### config.mk
export PLATFORM = sky130hd
export DESIGN_NAME = omsp_sha512_periph
export DESIGN_NICKNAME = d
export VERILOG_FILES = /design/src/rtl/omsp_sha512_periph_pkg.sv /design/src/rtl/omsp_sha512_periph_wbuf.sv /design/src/rtl/omsp_sha512_periph.sv
export SDC_FILE = /design/constraint.sdc
export NUM_CORES = 1
export LEC_CHECK = 0
export CORE_MARGIN = 2
export CORE_UTILIZATION = 35
export DETAILED_ROUTE_END_ITERATION = 8
export PLACE_DENSITY = 0.56
export SYNTH_ARGS = -nofsm -noshare
export SYNTH_HDL_FRONTEND = slang
export SYNTH_SLANG_ARGS = --single-unit
### constraint.sdc
create_clock -name clk -period 3.5 [get_ports clk]
set_input_delay 0.525 -clock clk [delete_from_list [all_inputs] [get_ports clk]]
set_output_delay 0.525 -clock clk [all_outputs]
set_load 0.1 [all_outputs]
### src/rtl/omsp_sha512_periph_pkg.sv
// Shared definitions for the openMSP430 SHA-512 peripheral.
// Contents: FSM state encoding, register offsets, CTRL bit positions,
// frontend command codes and the number of 16-bit hash words read back.
package omsp_sha512_periph_pkg;

  typedef enum logic [1:0] {
    ST_IDLE    = 2'd0,
    ST_LOAD    = 2'd1,
    ST_FINAL   = 2'd2,
    ST_READOUT = 2'd3
  } sha_state_e;

  localparam logic [1:0] REG_CTRL = 2'd0;  // W: CTRL, R: STATUS
  localparam logic [1:0] REG_DATA = 2'd1;
  localparam logic [1:0] REG_HASH = 2'd2;
  localparam logic [1:0] REG_WCNT = 2'd3;

  localparam int CTRL_START   = 0;
  localparam int CTRL_FINISH  = 1;
  localparam int CTRL_ABORT   = 2;
  localparam int CTRL_CLR_OVR = 3;

  localparam logic [1:0] SHA_CMD_IDLE  = 2'b00;
  localparam logic [1:0] SHA_CMD_READ  = 2'b01;
  localparam logic [1:0] SHA_CMD_WRITE = 2'b10;

  localparam int         HASH_WORDS = 32;
  localparam logic [4:0] HASH_LAST  = 5'(HASH_WORDS - 1);

  // Idle cycles spent in FINAL before giving up on seeing busy rise.
  localparam logic [1:0] FIN_WAIT = 2'd1;

endpackage

### src/rtl/omsp_sha512_periph_wbuf.sv
// One-entry message word buffer between the CPU DATA register and the
// SHA-512 frontend.
// Ports:
//   clk, rst_n        clock, async active-low reset
//   flush_i           drop any pending word (START/ABORT)
//   clr_ovr_i         clear the sticky overrun flag
//   wr_i              DATA register write accepted by the FSM
//   wr_data_i/size_i  word and size of that write
//   first_i           first word since START: bypasses ready
//   ready_i           frontend ready_for_data
//   issue_o           word handed to the frontend this cycle
//   issue_data_o/size_o  the word being issued
//   pending_o         buffer slot occupied
//   overrun_o         a word was dropped because the slot was full
module omsp_sha512_periph_wbuf
  import omsp_sha512_periph_pkg::*;
(
  input  logic        clk,
  input  logic        rst_n,
  input  logic        flush_i,
  input  logic        clr_ovr_i,
  input  logic        wr_i,
  input  logic [15:0] wr_data_i,
  input  logic        wr_size_i,
  input  logic        first_i,
  input  logic        ready_i,
  output logic        issue_o,
  output logic [15:0] issue_data_o,
  output logic        issue_size_o,
  output logic        pending_o,
  output logic        overrun_o
);

  logic        pend_q, pend_d;
  logic [15:0] pend_data_q, pend_data_d;
  logic        pend_size_q, pend_size_d;
  logic        ovr_q, ovr_d;

  always_comb begin
    issue_o      = 1'b0;
    issue_data_o = pend_data_q;
    issue_size_o = pend_size_q;
    pend_d       = pend_q;
    pend_data_d  = pend_data_q;
    pend_size_d  = pend_size_q;
    ovr_d        = ovr_q;
    if (flush_i) begin
      pend_d = 1'b0;
    end else if (wr_i && (first_i || (ready_i && !pend_q))) begin
      issue_o      = 1'b1;
      issue_data_o = wr_data_i;
      issue_size_o = wr_size_i;
    end else if (wr_i && pend_q && ready_i) begin
      // Older word goes out first; the new one refills the slot.
      issue_o     = 1'b1;
      pend_data_d = wr_data_i;
      pend_size_d = wr_size_i;
    end else if (wr_i && !pend_q) begin
      pend_d      = 1'b1;
      pend_data_d = wr_data_i;
      pend_size_d = wr_size_i;
    end else if (wr_i) begin
      ovr_d = 1'b1;
    end else if (pend_q && ready_i) begin
      issue_o = 1'b1;
      pend_d  = 1'b0;
    end
    if (clr_ovr_i) ovr_d = 1'b0;
  end

  always_ff @(posedge clk or negedge rst_n) begin
    if (!rst_n) begin
      pend_q      <= 1'b0;
      pend_data_q <= 16'h0000;
      pend_size_q <= 1'b0;
      ovr_q       <= 1'b0;
    end else begin
      pend_q      <= pend_d;
      pend_data_q <= pend_data_d;
      pend_size_q <= pend_size_d;
      ovr_q       <= ovr_d;
    end
  end

  assign pending_o = pend_q;
  assign overrun_o = ovr_q;

endmodule

### src/rtl/omsp_sha512_periph.sv
// openMSP430 peripheral slave in front of the SHA-512 frontend.
// Turns CPU register accesses into the frontend cmd/data/data_size stream,
// sequences finalisation and reads the 32-word hash back.
// Optional build macro: SHA512_PERIPH_IRQ_EN adds the irq output and the
// irq_pend status bit.
// Ports:
//   clk, rst_n                  clock, async active-low reset
//   per_addr/din/en/we, per_dout  openMSP430 peripheral bus
//   sha_cmd, sha_data, sha_data_size  stream to the frontend
//   sha_hash, sha_busy, sha_ready_for_data  from the frontend
//   irq                         completion interrupt (IRQ_EN builds only)
//
// state   | meaning
// IDLE    | no operation in progress
// LOAD    | message words accepted from DATA writes
// FINAL   | drain buffer, hold read cmd until frontend finishes
// READOUT | each HASH read returns a word and advances the frontend
module omsp_sha512_periph
  import omsp_sha512_periph_pkg::*;
#(
  parameter logic [13:0] BASE_ADDR = 14'h0098,
  parameter int          DEC_WD    = 2
) (
  input  logic        clk,
  input  logic        rst_n,
  input  logic [13:0] per_addr,
  input  logic [15:0] per_din,
  input  logic        per_en,
  input  logic [1:0]  per_we,
  output logic [15:0] per_dout,
  output logic [1:0]  sha_cmd,
  output logic [15:0] sha_data,
  output logic        sha_data_size,
  input  logic [15:0] sha_hash,
  input  logic        sha_busy,
  input  logic        sha_ready_for_data
`ifdef SHA512_PERIPH_IRQ_EN
  ,
  output logic        irq
`endif
);

  sha_state_e  state_q;
  logic [1:0]  cmd_q;
  logic [15:0] stage_data_q, sha_data_q;
  logic        stage_size_q, sha_size_q;
  logic [15:0] wcnt_q;
  logic [4:0]  idx_q;
  logic        first_q;
  logic        busy_seen_q;
  logic [1:0]  fin_tmr_q;
  logic        irq_pend;

  logic              sel, rd, wr_any, ctrl_wr;
  logic [DEC_WD-1:0] reg_idx;
  logic              start, finish, abort, clr_ovr_cmd;
  logic              data_wr, hash_rd, readout_done;
  logic [15:0]       data_word;

  logic        buf_issue, buf_issue_size, buf_pending, buf_overrun;
  logic [15:0] buf_issue_data;

  assign sel     = per_en && (per_addr[13:DEC_WD] == BASE_ADDR[13:DEC_WD]);
  assign reg_idx = per_addr[DEC_WD-1:0];
  assign rd      = sel && (per_we == 2'b00);
  assign wr_any  = sel && (per_we != 2'b00);
  assign ctrl_wr = wr_any && (reg_idx == REG_CTRL) && per_we[0];

  assign abort       = ctrl_wr && per_din[CTRL_ABORT];
  assign start       = ctrl_wr && per_din[CTRL_START] && !abort && (state_q == ST_IDLE);
  assign finish      = ctrl_wr && per_din[CTRL_FINISH] && !abort && (state_q == ST_LOAD);
  assign clr_ovr_cmd = ctrl_wr && per_din[CTRL_CLR_OVR];

  // per_we=10 carries only the high byte, which has no meaning here.
  assign data_wr   = wr_any && (reg_idx == REG_DATA) && per_we[0] && (state_q == ST_LOAD);
  assign data_word = per_we[1] ? per_din : {8'h00, per_din[7:0]};

  assign hash_rd      = rd && (reg_idx == REG_HASH) && (state_q == ST_READOUT);
  assign readout_done = hash_rd && (idx_q == HASH_LAST);

  omsp_sha512_periph_wbuf u_wbuf (
    .clk          (clk),
    .rst_n        (rst_n),
    .flush_i      (abort || start),
    .clr_ovr_i    (clr_ovr_cmd || start),
    .wr_i         (data_wr),
    .wr_data_i    (data_word),
    .wr_size_i    (per_we[1]),
    .first_i      (first_q),
    .ready_i      (sha_ready_for_data),
    .issue_o      (buf_issue),
    .issue_data_o (buf_issue_data),
    .issue_size_o (buf_issue_size),
    .pending_o    (buf_pending),
    .overrun_o    (buf_overrun)
  );

  always_comb begin
    per_dout = 16'h0000;
    if (rd) begin
      case (reg_idx)
        REG_CTRL: per_dout = {10'b0, irq_pend, buf_overrun, buf_pending, sha_busy, state_q};
        REG_HASH: per_dout = (state_q == ST_READOUT) ? sha_hash : 16'h0000;
        REG_WCNT: per_dout = wcnt_q;
        default:  per_dout = 16'h0000;
      endcase
    end
  end

  always_ff @(posedge clk or negedge rst_n) begin
    if (!rst_n) begin
      state_q      <= ST_IDLE;
      cmd_q        <= SHA_CMD_IDLE;
      stage_data_q <= 16'h0000;
      stage_size_q <= 1'b0;
      sha_data_q   <= 16'h0000;
      sha_size_q   <= 1'b0;
      wcnt_q       <= 16'h0000;
      idx_q        <= 5'd0;
      first_q      <= 1'b0;
      busy_seen_q  <= 1'b0;
      fin_tmr_q    <= 2'd0;
    end else begin
      cmd_q <= SHA_CMD_IDLE;

      // The frontend samples data one cycle after the write command.
      if (buf_issue) begin
        stage_data_q <= buf_issue_data;
        stage_size_q <= buf_issue_size;
      end
      if (cmd_q == SHA_CMD_WRITE) begin
        sha_data_q <= stage_data_q;
        sha_size_q <= stage_size_q;
      end
      if (buf_issue && (wcnt_q != 16'hFFFF)) wcnt_q <= wcnt_q + 16'd1;

      if (abort) begin
        state_q <= ST_IDLE;
        first_q <= 1'b0;
        idx_q   <= 5'd0;
      end else begin
        case (state_q)
          ST_IDLE: begin
            if (start) begin
              state_q <= ST_LOAD;
              first_q <= 1'b1;
              wcnt_q  <= 16'h0000;
              idx_q   <= 5'd0;
            end
          end
          ST_LOAD: begin
            if (buf_issue) begin
              cmd_q   <= SHA_CMD_WRITE;
              first_q <= 1'b0;
            end
            if (finish) begin
              state_q     <= ST_FINAL;
              busy_seen_q <= 1'b0;
              fin_tmr_q   <= FIN_WAIT;
            end
          end
          ST_FINAL: begin
            busy_seen_q <= busy_seen_q | sha_busy;
            if (buf_issue) begin
              cmd_q <= SHA_CMD_WRITE;
            end else if (!buf_pending) begin
              // Leave on a 1->0 busy edge, or after a short wait if busy never rose.
              if ((busy_seen_q && !sha_busy) ||
                  (!busy_seen_q && !sha_busy && (fin_tmr_q == 2'd0))) begin
                state_q <= ST_READOUT;
              end else begin
                cmd_q <= SHA_CMD_READ;
                if (!busy_seen_q && !sha_busy) fin_tmr_q <= fin_tmr_q - 2'd1;
              end
            end
          end
          ST_READOUT: begin
            if (hash_rd) begin
              cmd_q <= SHA_CMD_READ;
              idx_q <= idx_q + 5'd1;
              if (readout_done) state_q <= ST_IDLE;
            end
          end
          default: state_q <= ST_IDLE;
        endcase
      end
    end
  end

`ifdef SHA512_PERIPH_IRQ_EN
  logic irq_pend_q;
  logic status_rd;

  assign status_rd = rd && (reg_idx == REG_CTRL);

  always_ff @(posedge clk or negedge rst_n) begin
    if (!rst_n) begin
      irq_pend_q <= 1'b0;
    end else if (start) begin
      irq_pend_q <= 1'b0;
    end else if (readout_done && !abort) begin
      irq_pend_q <= 1'b1;
    end else if (status_rd) begin
      irq_pend_q <= 1'b0;
    end
  end

  assign irq_pend = irq_pend_q;
  assign irq      = irq_pend_q;
`else
  assign irq_pend = 1'b0;
`endif

  assign sha_cmd       = cmd_q;
  assign sha_data      = sha_data_q;
  assign sha_data_size = sha_size_q;

endmodule
==> results.md, run 1 <==
- Status: finished, final reports clean
- CP endpoint kind: output pin
- Peak VDD IR: around 0.21 mV
- Critical Path Start Type: input port
- Hold-fix buffers, CTS: 0
- HP Class: in -> async
- NumNets Final: about 570
- Worst path slowest cell: clkdlybuf4s50_1
- RSZ-0062 raised after global routing: false
- Cells after DPL: between 600 and 700
- Largest area contributor in the netlist: dfrtp_1
- Syn Inst Count: approximately 420
- Die height: approximately 110 um
- H-tree depth: 3
- P&R area growth vs syn: 34.89%
- Routed vias/inst: 5.379
- Die X: approximately 110 um
- Layout cells sized above 1: 0.1570
- CTS root buf: clkbuf_16
- Clock Path Buffers: 2
- EDFF count, synth: 0
- Core area: 0.01201 mm2
- Post-CTS Repair Setup Buffers: 0
- Drt first-iter violations: 322
- Ratio of final minimum period to clock period: 0.8680
- Routed Antenna Nets: 0
- Clock Latency Late Sink: between 0.3 and 0.4 ns
- Crit path top cell by count: buf_4
- Maximum fanout along the worst path: 10
- Mapped Area: 0.004307 mm2
- Fmax: ~330 MHz
- Clock sinks: 82
- Yosys top cell area share: 0.4765
- Pwr Density: 413.3 mW/mm2
- Gp weighted congestion: ~0.9
- Final hold viol count: 0
- CTS tree: done
- Synth Area per Inst: approximately 10 um2
- Max incr delay on CP: 0.44 ns
- Sum Neg Setup Slack: 0 ns
- Vias in the first global route: about 3500
- Detailed-route via count: 3566
- Port Buffers: 87
- Ant diodes: 0
- Post-DP HPWL: roughly 7400 um
- Layout Skew: 0.004492 ns
- Yosys warnings: 0
- Top cells by count, synth: dfrtp_1, o21ai_0, nand2_1, nor2_1, mux2_2
- Final min period: 3.038 ns
- Largest net degree at the start of global routing: 83
- Slew @ Worst Pin: 1.029 ns
- Final Setup Violations: 0
- Crit-path cells: clkdlybuf4s50_1, nor4_4, nand4_1, buf_4, nor2_1, buf_4, a22o_1, buf_12
- Cell row count: 40
- P_leak: around 0.0026 uW
- Slew HR: 0.3141
- Initial antenna violation count: 0
- Primary FF master, synth: dfrtp_1
- Post-route cell area: between 0.005 and 0.006 mm2
- Asr flop ratio synth: 1.000
- Initial Util: 0.3585
- Register area share after synthesis: 0.4765
- Max cap viols: 0
- Drt first pass iters: 6
- Fin cells: 663
- Post-CTS sizing: 0
- Worst EP arrival: ~2.5 ns
- WP data required: 2.97 ns
- DRC violations left: 0
- Count leader, synth: dfrtp_1
- Reg clk slew, reported paths: about 0.060 ns
- Num ports: 88
- Top area cells in the synthesized netlist: dfrtp_1, mux2_2, o21ai_0, mux2i_1, nand2_1
- Final WL: between 10000 and 15000 um
- Total track usage: 0.1625
- Unique cell type count in the Yosys netlist: 56
- Total gr overflow: 0
- Worst Path Class, Setup: in -> out
- Fin. max-slew vios: 0
- Global-route wire length before repair: about 17000 um
- Routed wire length per instance: between 15 and 20 um
- Post-synthesis net count: 485
- Flops & latches, synth: between 80 and 90
- Die area: 0.01321 mm2
- Area after DPL: between 0.005 and 0.006 mm2
- Total CTS buffers: 9
-- sequential cells by signal (all words and copies together) (netlist names) --
signal	flops
busy_seen_q	1
fin_tmr_q	2
first_q	1
idx_q	5
sha_cmd	2
sha_data	16
sha_data_size	1
stage_data_q	16
stage_size_q	1
state_q	2
u_wbuf.overrun_o	1
u_wbuf.pend_data_q	16
u_wbuf.pend_size_q	1
u_wbuf.pending_o	1
wcnt_q	16
-- report_power, final --
part / internal, uW / switching (uW) / total (uW)
combinational: 162 / 216 / 378
sequential: 971 / 21.7 / 993
clock: 648 / 381 / 1030
-- metrics by stage --
stage                     hold WS, ns  worst slack (ns)    util  power, uW
after floorplan                0.2294            0.1624       -       1232
after global placement         0.4601            0.5133  0.4564       1378
after detailed placement       0.4611            0.4774  0.4564       1386
after CTS                      0.4286            0.4713  0.4836       2429
after global routing           0.4590            0.2953  0.4836       2515
final                          0.3620            0.4620  0.4836       2401
-- area by class of cell --
type,instances,area (um2)
clock buffer,11,242.7
sequential,82,2052
tap,147,183.9
timing repair buffer,99,1119
fill,1130,6202
inverter,12,45.04
clock inverter,5,85.08
multi-input combinational,307,2082
-- layer usage --
metal	wire, um	GRT usage
met1	4671	0.2179
met3	630	0.04059
met2	4802	0.2565
met5	0	0
met4	153	0.05783
-- kinds of logic after synthesis --
group	Yosys count	share of synthesized area
simple gates	136	0.1610
compound gates	112	0.1729
flops	82	0.4765
mux	47	0.1182
buf+inv	35	0.04009
fa+ha+maj	8	0.02324
xor+xnor	4	0.008134
-- critical path: cells and delay by family --
kind / cells / cell delay [ns]
AOI/OAI and AO/OA: 1 / 0.21
buffers and inverters: 4 / 1.06
and+or+nand+nor: 3 / 0.71
-- layout by cell type, fill, tap and decap left out, types with 3 or more instances in the layout --
| master | netlist | routed |
|---|---|---|
| nor2b_1 | 3 | 3 |
| mux2i_1 | 22 | 22 |
| nor2_1 | 27 | 27 |
| o21ai_0 | 46 | 46 |
| o21a_1 | 6 | 6 |
| nor3b_1 | 3 | 3 |
| and3_1 | 3 | 3 |
| clkbuf_16 | 0 | 9 |
| inv_1 | 12 | 12 |
| a21oi_1 | 12 | 12 |
| nand4_1 | 5 | 5 |
| or2_2 | 3 | 3 |
| mux2_2 | 23 | 23 |
| o2111ai_1 | 3 | 3 |
| nand2b_1 | 5 | 5 |
| buf_12 | 0 | 16 |
| nor3_1 | 10 | 10 |
| o211ai_1 | 6 | 6 |
| dfrtp_1 | 82 | 82 |
| nand2_1 | 43 | 43 |
| clkdlybuf4s50_1 | 0 | 70 |
| a22oi_1 | 6 | 6 |
| xor2_1 | 4 | 4 |
| or3_1 | 3 | 3 |
| a22o_1 | 17 | 17 |
| ha_1 | 8 | 8 |
| buf_4 | 2 | 13 |
| nand3_1 | 17 | 17 |
-- final timing paths --
path	depth (start not counted)	end	slack, ns	startpoint
max	8	per_dout[14]	0.46	per_addr[9]
min	1	sha_data[5]	0.36	rst_n
max reg2reg	9	sha_cmd[0]	1.00	state_q[1]
min reg2reg	1	fin_tmr_q[0]	0.47	fin_tmr_q[0]
max in group asynchronous	1	wcnt_q[1]	2.46	rst_n
min in group clk	1	fin_tmr_q[0]	0.47	fin_tmr_q[0]
No activity file was read; power rests on OpenSTA's default activity.
==> run 2, diff against run 1 <==
--- a/config.mk
+++ b/config.mk
@@ -8,7 +8,7 @@
 export CORE_MARGIN = 2
 export CORE_UTILIZATION = 35
 export DETAILED_ROUTE_END_ITERATION = 8
-export PLACE_DENSITY = 0.56
+export PLACE_DENSITY = 0.63
 export SYNTH_ARGS = -nofsm -noshare
 export SYNTH_HDL_FRONTEND = slang
 export SYNTH_SLANG_ARGS = --single-unit
==> results.md, run 2 (synthesized netlist as in run 1, its figures left out) <==
- Post-DP HPWL: 7532 um (+2.2%)
- Fin cells: 661 (-0.30%)
- Crit-path cells: clkdlybuf4s50_1, nor4_4, nand4_1, buf_4, nor2_1, buf_4, a22o_1, buf_12
- Initial Util: 0.3585 (unchanged)
- CP top delay family: buffers and inverters
- Fmax: 325.3 MHz (-1.2%)
- P_leak: 0.002588 uW (-0.14%)
- Total gr overflow: 0 (unchanged)
- Vias in the first global route: 3550 (+2.7%)
- Met2 WL: 5036 um (+4.9%)
- Sum Neg Setup Slack: 0 ns (unchanged)
- Gp weighted congestion: 0.8903 (-1.3%)
- RSZ-0062 raised after global routing: false
- Number of cells on the critical path: 8 (unchanged)
- Final WL: 10520 um (+2.6%)
- Commonest non-fill, non-tap cell in the layout: dfrtp_1
- CTS root buf: clkbuf_16
- FF-to-FF setup slack: 1.15 ns (+0.15 ns)
- Pwr Density: 412.1 mW/mm2 (-0.29%)
- Fin Hold WS: 0.3410 ns (-0.02106 ns)
- Worst path slowest cell: clkdlybuf4s50_1
- Drt first-iter violations: 286 (-11%)
- WP data required: 2.97 ns (about the same)
- Num ports: 88 (unchanged)
- Reg2reg end: u_wbuf.pend_data_q[7]
- Fin. max-slew vios: 0 (unchanged)
- Cells after DPL: 645 (-0.31%)
- Crit path top cell by count: buf_4
- Total CTS buffers: 9 (unchanged)
- Setup crit start: per_addr[9]
- Final Setup Violations: 0 (unchanged)
- Clock Path Buffers: 2 (unchanged)
- Total track usage: 0.1637 (+0.001132)
- Commonest cells after routing, fill and taps aside: dfrtp_1, clkdlybuf4s50_1, o21ai_0
- NumNets Final: 570 (-0.35%)
- Critical Path Start Type: input port
- Hold-fix buffers, CTS: 0 (unchanged)
- Final hold viol count: 0 (unchanged)
- Core area: 0.01201 mm2 (unchanged)
- DRC violations left: 0 (unchanged)
- HP Class: in -> async
- Clock Latency Late Sink: 0.34 ns (about the same)
- Layout Skew: 0.007769 ns (+0.003277 ns)
- Max incr delay on CP: 0.44 ns (about the same)
- DRT met1 WL: 4907 um (+5.1%)
- Slew HR: 0.2938 (-0.02030)
- Buf/Inv on CP: 4 (unchanged)
- Post-CTS sizing: 0 (unchanged)
- Die area: 0.01321 mm2 (unchanged)
- Worst Reg-to-Reg Cells: 6 (-3)
- Layout cells sized above 1: 0.1556 (-0.001335)
- CTS tree: done
- Reg clk slew, reported paths: 0.06 ns (about the same)
- Global-route wire length before repair: 17280 um (+1.3%)
- Ant diodes: 0 (unchanged)
- Setup crit end: per_dout[14]
- H-tree depth: 3 (unchanged)
- Die height: 114.9 um (unchanged)
- Worst Path Class, Setup: in -> out
- Max cap viols: 0 (unchanged)
- Die X: 114.9 um (unchanged)
- Ratio of final minimum period to clock period: 0.8784 (+0.01037)
- Drt first pass iters: 5 (-1)
- Routed wire length per instance: 15.92 um (+2.9%)
- CP endpoint kind: output pin
- Maximum fanout along the worst path: 10 (unchanged)
- Routed vias/inst: 5.415 (+0.67%)
- Uppermost layer routed: met4
- Post-CTS Repair Setup Buffers: 0 (unchanged)
- P&R area growth vs syn: 34.46%
- Detailed-route via count: 3579 (+0.36%)
- Port Buffers: 87 (unchanged)
- Final min period: 3.074 ns (+0.03629 ns)
- Slew @ Worst Pin: 1.059 ns (+0.03045 ns)
- Clock sinks: 82 (unchanged)
- Initial antenna violation count: 0 (unchanged)
- Cell row count: 40 (unchanged)
- Status: finished, final reports clean
- Worst EP arrival: 2.55 ns (+0.04 ns)
- Largest net degree at the start of global routing: 83 (unchanged)
- WL met3: 472 um (-25%)
- Crit Reg-Reg Startpoint: state_q[1]
- Peak VDD IR: 0.2073 mV (-3.3%)
- Routed Antenna Nets: 0 (unchanged)
run 2: worst min path at each step:
stage	start	to	slack [ns]	cells past startpoint
after detailed placement	u_wbuf.pend_data_q[15]	u_wbuf.pend_data_q[15]	0.47	2
after global routing	rst_n	sha_data[4]	0.47	1
after CTS	rst_n	sha_data[4]	0.42	1
after global placement	fin_tmr_q[0]	fin_tmr_q[0]	0.46	1
after floorplan	rst_n	busy_seen_q	0.23	0
final	rst_n	sha_data[4]	0.34	1
run 2: power breakdown:
part / internal [uW] / switching (uW)
clock: 632 / 373
sequential: 972 / 22.8
combinational: 163 / 224
total: 1770 / 620
run 2: final cells by class:
type | count | area (um2)
repair buffers | 97 | 1104
fillers | 1114 | 6221
clock buffers | 13 | 280.3
flip-flops and latches | 82 | 2052
clock inverters | 3 | 43.79
multi-input cells | 307 | 2082
inverters | 12 | 45.04
well taps | 147 | 183.9
run 2: routing by layer:
metal  vias to the layer above  track usage
li1                       1720            -
met4                         0      0.05542
met5                         -            0
met3                         9      0.02847
met1                      1740       0.2227
met2                       110       0.2651
run 2: per-stage QoR:
step,total power (uW),setup WS [ns],instance area (um2),utilization
final,2386,0.4257,5791,0.4821
after global routing,2491,0.3228,5791,0.4821
after CTS,2401,0.4293,5791,0.4821
after detailed placement,1393,0.4336,5466,0.4551
after global placement,1377,0.4953,5466,0.4551
after floorplan,1232,0.1624,4307,-
